File: src/rtl/double_dabble_pkg.sv
// Shared types for the double-dabble binary-to-BCD converter.
// Holds the BCD digit type, the converter state encoding and the add-3 correction.
package double_dabble_pkg;

    localparam int BCD_W = 4;

    typedef logic [BCD_W-1:0] bcd_digit_t;

    typedef enum logic [0:0] {
        IDLE = 1'b0,
        BUSY = 1'b1
    } state_t;

    // A digit of 5..9 would overflow past 9 when doubled; adding 3 makes the carry land in the next digit.
    function automatic bcd_digit_t add3(input bcd_digit_t d);
        return (d >= bcd_digit_t'(5)) ? bcd_digit_t'(d + bcd_digit_t'(3)) : d;
    endfunction

endpackage

File: src/rtl/double_dabble_add3.sv
// Per-digit add-3 correction, purely combinational (zero latency).
// No flow control; one instance per accumulator digit.
module bcd_add3
    import double_dabble_pkg::*;
(
    input  logic [BCD_W-1:0] din,
    output logic [BCD_W-1:0] dout
);

    assign dout = add3(din);

endmodule

File: src/rtl/double_dabble.sv
// Iterative binary-to-BCD converter: one shift-and-add-3 step per clock, result WIDTH edges after write.
// No backpressure: a write always wins, aborting any conversion in flight.
module double_dabble
    import double_dabble_pkg::*;
#(
    parameter int WIDTH       = 16,
    parameter int DIGIT_COUNT = 6
) (
    input  logic                                clk,
    input  logic                                reset,
    input  logic                                write,
    input  logic [WIDTH-1:0]                    data,
    output logic                                done,
    output logic [DIGIT_COUNT-1:0][BCD_W-1:0]   digits
);

    localparam int ACC_W = BCD_W * DIGIT_COUNT;
    localparam int K_W   = (WIDTH > 1) ? $clog2(WIDTH) : 1;
    localparam logic [K_W-1:0] K_LAST = K_W'(WIDTH - 1);

    state_t             state_q, state_d;
    logic [K_W-1:0]     k_q, k_d;
    logic [WIDTH-1:0]   shift_q, shift_d;
    logic [ACC_W-1:0]   acc_q, acc_d;
    logic [ACC_W-1:0]   digits_q, digits_d;
    logic               done_q, done_d;
    logic [ACC_W-1:0]   acc_adj;
    logic [ACC_W-1:0]   acc_shifted;

    for (genvar i = 0; i < DIGIT_COUNT; i++) begin : g_add3
        bcd_add3 u_add3 (
            .din  (acc_q[i*BCD_W +: BCD_W]),
            .dout (acc_adj[i*BCD_W +: BCD_W])
        );
    end

    // Anything shifted out of the top digit is dropped, giving value mod 10^DIGIT_COUNT.
    assign acc_shifted = {acc_adj[ACC_W-2:0], shift_q[WIDTH-1]};

    always_comb begin
        state_d  = state_q;
        k_d      = k_q;
        shift_d  = shift_q;
        acc_d    = acc_q;
        digits_d = digits_q;
        done_d   = done_q;
        if (write) begin
            shift_d = data;
            acc_d   = '0;
            k_d     = '0;
            done_d  = 1'b0;
            state_d = BUSY;
        end else if (state_q == BUSY) begin
            acc_d   = acc_shifted;
            shift_d = shift_q << 1;
            k_d     = k_q + 1'b1;
            if (k_q == K_LAST) begin
                digits_d = acc_shifted;
                done_d   = 1'b1;
                state_d  = IDLE;
            end
        end
    end

    always_ff @(posedge clk) begin
        if (reset) begin
            state_q  <= IDLE;
            k_q      <= '0;
            shift_q  <= '0;
            acc_q    <= '0;
            digits_q <= '0;
            done_q   <= 1'b0;
        end else begin
            state_q  <= state_d;
            k_q      <= k_d;
            shift_q  <= shift_d;
            acc_q    <= acc_d;
            digits_q <= digits_d;
            done_q   <= done_d;
        end
    end

    assign done   = done_q;
    assign digits = digits_q;

endmodule

File: config.mk
export PLATFORM = sky130hd
export DESIGN_NAME = double_dabble
export DESIGN_NICKNAME = d
export VERILOG_FILES = /design/src/rtl/double_dabble_pkg.sv /design/src/rtl/double_dabble_add3.sv /design/src/rtl/double_dabble.sv
export SDC_FILE = /design/constraint.sdc
export NUM_CORES = 1
export LEC_CHECK = 0
export ABC_AREA = 1
export BUFFER_PORTS_ARGS = -buffer_cell sky130_fd_sc_hd__buf_2
export CAP_MARGIN = 5
export CORE_ASPECT_RATIO = 1.75
export CORE_MARGIN = 2
export CORE_UTILIZATION = 59
export CTS_CLUSTER_SIZE = 8
export DETAILED_ROUTE_END_ITERATION = 7
export PLACE_DENSITY = 0.81
export SKIP_LAST_GASP = 1
export SLEW_MARGIN = 30
export SYNTH_ARGS = -nofsm -noshare
export SYNTH_HDL_FRONTEND = slang
export SYNTH_SLANG_ARGS = --single-unit
File: constraint.sdc
create_clock -name clk -period 3.5 [get_ports clk]
set_input_delay 0.7 -clock clk [delete_from_list [all_inputs] [get_ports clk]]
set_output_delay 0.7 -clock clk [all_outputs]
set_load 0.02 [all_outputs]
# Yosys cells after proc, flatten, opt, wreduce, memory -nomap -nowiden
# Index checks and enable logic that the tools add are counted.
[word_totals]
memories = 0
elab_cells = 36
ff_bits = 70
output_inout_bits = 25
input_bits = 19
mem_bits_rw = 0
rom_bits = 0
latch_bits = 0
[op_classes]
div = 0
shift = 0
n_bitwise = 1
muxes = 11
mul = 0
add_sub_neg = 7
reduce_logical = 4
n_eq_ne = 1
magnitude_cmp = 6
[ops]
columns = ["op", "n"]
rows = [
  ["$mux W16", 2],
  ["$ge A4 B3 Y1 const B", 6],
  ["$add A4 B2 Y4 const B", 5],
  ["$mux W4", 5],
  ["$add A4 B1 Y4 const B", 1],
  ["$eq A4 B4 Y1 const B", 1],
  ["$add A3 B2 Y3 const B", 1],
  ["$mux W1", 3],
  ["$mux W3", 1],
  ["$reduce_and A3 Y1", 1],
  ["$reduce_and A2 Y1", 1],
  ["$reduce_bool A2 Y1", 1],
  ["$reduce_or A2 Y1", 1],
  ["$not A1 Y1", 1],
]

# Logic depth before layout (Yosys ltp)
[logic_depth]
depth_word = 4
mapped_depth = 9
ltp_nobuf = 9

# Hierarchy
# From an unflattened synthesis, not the netlist that was laid out.
[unflattened]
cells_unflattened = 521
hier_area_um2 = 3718.6
[by_module_without_submodules]
columns = ["module", "area_per_inst_um2", "cells_per_inst", "instances", "seq_area_each_um2"]
rows = [
  ["double_dabble", 2907.8, 383, 1, 1401.3],
  ["bcd_add3", 135.1, 23, 6, 0.0],
]

# Least setup slack after synthesis
# Ideal clock, no wire load.
[synth_timing]
path_kind = "input to register"
startpoint = "input write"
endpoint = "register digits_q[4] (netlist: digits[4])"
path_slack_ps = 1936
setup_ps = 109
arrival_time_ps = 1456
path_buffers = 3
path_stages = 9
required_time_ps = 3391
path_cell_list = "buf_6 -> inv_6 -> nand2_4 -> nor2_4 -> buf_6 -> buf_6 -> nand3_1 -> nand2_1 -> inv_1"
[synth_between]
elab_chain_cells = 2
[synth_lines]
columns = ["element", "line_no", "rtl"]
rows = [
  ["start: declaration", "double_dabble.sv:11", "input logic write,"],
  ["$not A1 Y1 (no source line)", "--", ""],
  ["$reduce_and A3 Y1 (no source line)", "--", ""],
  ["end signal: assignment", "double_dabble.sv:78", "digits_q <= digits_d;"],
  ["end: declaration", "double_dabble.sv:25", "logic [ACC_W-1:0] digits_q, digits_d;"],
]
# No other way between the ends.
# A chain may end at the register's enable or synchronous reset.

# Final worst setup path
[layout_timing]
startpoint = "register state_q"
endpoint = "register shift_q[5]"
[layout_between]
elab_chain_cells = 1
[layout_lines]
columns = ["element", "line_no", "rtl"]
rows = [
  ["start: declaration", "double_dabble.sv:21", "state_t state_q, state_d;"],
  ["start signal: assignment", "double_dabble.sv:74", "state_q <= state_d;"],
  ["$reduce_bool A2 Y1 (no source line)", "--", ""],
  ["end signal: assignment", "double_dabble.sv:76", "shift_q <= shift_d;"],
  ["end: declaration", "double_dabble.sv:23", "logic [WIDTH-1:0] shift_q, shift_d;"],
]
# No other way between the ends.

==> flow_summary_export.csv <==
group,metric,value,unit
clock_tree,h-tree-depth,3,
floorplan,fp.dieW,61.6,µm
sta,finalCritPeriodShare,0.655,
power,powerDensity,411,mW/mm²
synthesis,synth_compound_area_frac,0.150,
grt,grtUsageTotal,0.237,
worst_setup_path,critPathLaunchType,"flop",
clock_tree,postCtsSetupBuffers,0,
power,swShare,0.251,
layout,nNetsFinal,562,
sta,rsz0062_at_grt,"false",
grt,grt_pass1_wl,11900,µm
clock_tree,clock-root-buffer,"clkbuf_8",
floorplan,rows,36,
floorplan,die_area,0.00645,mm²
layout,antenna_cells,0,
floorplan,initial_utilization,0.612,
clock_tree,cts_buffer_depth,2,
power,power_leakage,1.85,nW
clock_tree,hold_buffers,0,
layout,fillers,558,
layout,multi_input_area,0.00159,mm²
routing,vias,3183,
placed_design,routabilityCongestion,0.852,
power,p_int,0.00116,W
synthesis,synth-simple-area-share,0.268,
worst_setup_path,r2r_setup_slack,1210,ps
clock_tree,insertion_delay,350,ps
layout,regArea,0.00140,mm²
worst_setup_path,cpPeakStageDelay,820,ps
sta,max_slew_margin,0.399,
floorplan,core_area,0.00559,mm²
sta,slew_viol_final,0,
floorplan,die_y,105,µm
worst_setup_path,critPathLaunch,"state_q$_SDFF_PP0_",
synthesis,yosys_register_bits,70,
worst_setup_path,endpoint,"shift_q[5]$_SDFFE_PP0P_",
sta,hold_violations,0,
worst_setup_path,slowest_stage,"clkinv_1",
worst_setup_path,critPathBufInv,2,
synthesis,synth-xor-area-share,0,
routing,wire_per_inst,11.5,µm
worst_setup_path,crit_chain,"buf_4 -> clkinv_1 -> o21ai_0 -> a21oi_1",
clock_tree,clkSinkCount,70,
layout,final_area,0.00378,mm²
synthesis,synth_nets,528,
synthesis,ys_seq_area_frac,0.410,
synthesis,syn_inst,496,
grt,antenna_found_initial,0,
power,switching_power,0.000389,W
routing,firstDrtPassIters,4,
synthesis,synth_top_family_by_area,"simple AND/OR/NAND/NOR gates",
grt,grt_max_degree,41,
worst_setup_path,end_kind,"flop",
sta,final.setup_skew,6.16,ps
power,p_seq_frac,0.541,
worst_setup_path,reg2reg_to,"shift_q[5]$_SDFFE_PP0P_",
routing,wl,7010,µm
placed_design,post-dp-hpwl,4970,µm
power,power,0.00155,W
worst_setup_path,critPathTopFamily,"buffers and inverters",
worst_setup_path,path_depth,4,
status,outcome,"finished, final reports clean",
worst_setup_path,critPathKind,"reg -> reg",
job,drv_cap,0,
worst_setup_path,worstPathRequired,3730,ps
clock_tree,cts_made_buffers,9,
placed_design,portBuffers,43,
grt,grt_pass1_vias,2929,
routing,via_per_inst,5.22,
routing,drtIter0Drc,168,
sta,layout_min_cycle_time,2290,ps
worst_setup_path,r2r_start,"state_q$_SDFF_PP0_",
synthesis,syn_area,0.00342,mm²
power,vdd_drop_max,323,µV
synthesis,yosysUniqueCellTypes,21,
synthesis,syn_avg_cell_area,6.90,µm²
power,clockPowerShare,0.365,
routing,ant_nets,0,
floorplan,io_pins,44,
sta,clock.fmax,436,MHz
sta,setup_tns,0,ps
sta,finalSetupViolCount,0,
clock_tree,ctsResizeCount,0,
synthesis,ys.warnings.count,0,
worst_setup_path,reg2reg_depth,4,
layout,final_layout_size_suffix_gt1_frac,0.116,
clock_tree,cts_tree,"yes",
power,comb_power_share,0.094,
sta,worst_pin_slew,896,ps
min_path,hp-class,"reg -> reg",
synthesis,synth_fa_ha_area_frac,0.0475,
worst_setup_path,crit_path_max_fanout,40,
grt,grt_overflow,0,
worst_setup_path,critPathArrivalTime,2520,ps
layout,syn_to_final_growth,10.6,%
synthesis,synthMuxAreaShare,0,
routing,drc_errors,0,
clock_tree,path_clk_slew,70,ps
placed_design,place_area,0.00361,mm²
## power by group through the flow
| stage | sequential, W | combinational (W) | clock (W) |
|---|---|---|---|
| final | 0.000839 | 0.000146 | 0.000567 |
| after global routing | 0.000842 | 0.000169 | 0.000603 |
| after CTS | 0.000839 | 0.000146 | 0.000578 |
| after detailed placement | 0.000857 | 0.000145 | 0 |
| after global placement | 0.000856 | 0.000143 | 0 |
| after floorplan | 0.000853 | 0.000113 | 0 |
## cells in the final DEF, fill, tap and decap left out
cell	Yosys	final
clkinv_1	0	1
clkinv_2	0	1
nor3_1	5	5
nand2_1	92	92
inv_6	1	1
dfxtp_1	70	70
clkbuf_1	6	3
o21ai_0	49	49
nand2_4	1	1
inv_1	76	75
clkbuf_8	0	11
buf_4	0	2
nand3_1	46	46
nor2_1	52	52
and3_1	1	1
a21oi_1	48	48
nor2_4	2	2
nand4_1	13	13
o21ai_1	4	4
buf_2	8	43
ha_1	13	13
a21oi_2	1	1
## layout make-up
class / count / area share
multi-input cells: 327 / 0.421
flip-flops and latches: 70 / 0.370
inverters: 77 / 0.0777
repair buffers: 45 / 0.0609
clock buffers: 14 / 0.0430
well taps: 76 / 0.0251
clock inverters: 1 / 0.00132
## sequential cells by signal, summed over array words and instances (netlist names)
name,cells
state_q,1
shift_q,16
acc_q,24
k_q,4
done,1
digits,24
## per-layer routing
layer / GRT usage / part of all wire
met1: 0.261 / 0.40
met2: 0.414 / 0.54
met3: 0.0396 / 0.033
met4: 0.114 / 0.026
met5: 0 / 0
## synth_stat cells
library cell,count,share of area
nor2_1,52,0.057
o21ai_0,49,0.072
buf_6,5,0.016
nor2_4,2,0.0066
o21ai_1,4,0.0059
inv_1,76,0.083
a21oi_1,48,0.070
and3_1,1,0.0018
inv_6,1,0.0026
clkbuf_2,1,0.0015
buf_2,8,0.012
nor3_1,5,0.0073
buf_1,2,0.0022
dfxtp_1,70,0.41
clkbuf_1,6,0.0066
nand3_1,46,0.067
a21oi_2,1,0.0026
ha_1,13,0.048
nand2_4,1,0.0033
nand2_1,92,0.10
nand4_1,13,0.024
## how the worst min path moves through the flow
stage,from,endpoint,slack [ps],cells after the start
after global routing,shift_q[15]$_SDFFE_PP0P_,acc_q[0]$_SDFFE_PP0P_,490,2
after CTS,shift_q[15]$_SDFFE_PP0P_,acc_q[0]$_SDFFE_PP0P_,470,2
after global placement,shift_q[15]$_SDFFE_PP0P_,acc_q[0]$_SDFFE_PP0P_,450,2
after floorplan,shift_q[15]$_SDFFE_PP0P_,acc_q[0]$_SDFFE_PP0P_,440,2
after detailed placement,shift_q[15]$_SDFFE_PP0P_,acc_q[0]$_SDFFE_PP0P_,450,2
final,shift_q[15]$_SDFFE_PP0P_,acc_q[0]$_SDFFE_PP0P_,460,2
## per-stage QoR
stage	util	hold slack, ps	std cells	setup slack, ps
final	0.677	461	610	1210
after global routing	0.677	490	610	951
after CTS	0.677	466	610	1490
after detailed placement	0.647	454	595	1130
after global placement	0.647	452	595	1190
after floorplan	-	438	496	1940
## worst min-delay path, stage by stage (launching register included)
cell and delay (ps):
dfxtp_1 320, inv_1 50, a21oi_1 50
## cell families (layout without fill, tap and decap cells)
family	Yosys count	count (layout)
AO/OA/AOI/OAI	102	102
buffers and inverters	99	137
flip-flops	70	70
AND/OR/NAND/NOR	212	212
adder cells (fa/ha/maj)	13	13
No activity file was read; power rests on OpenSTA's default activity.
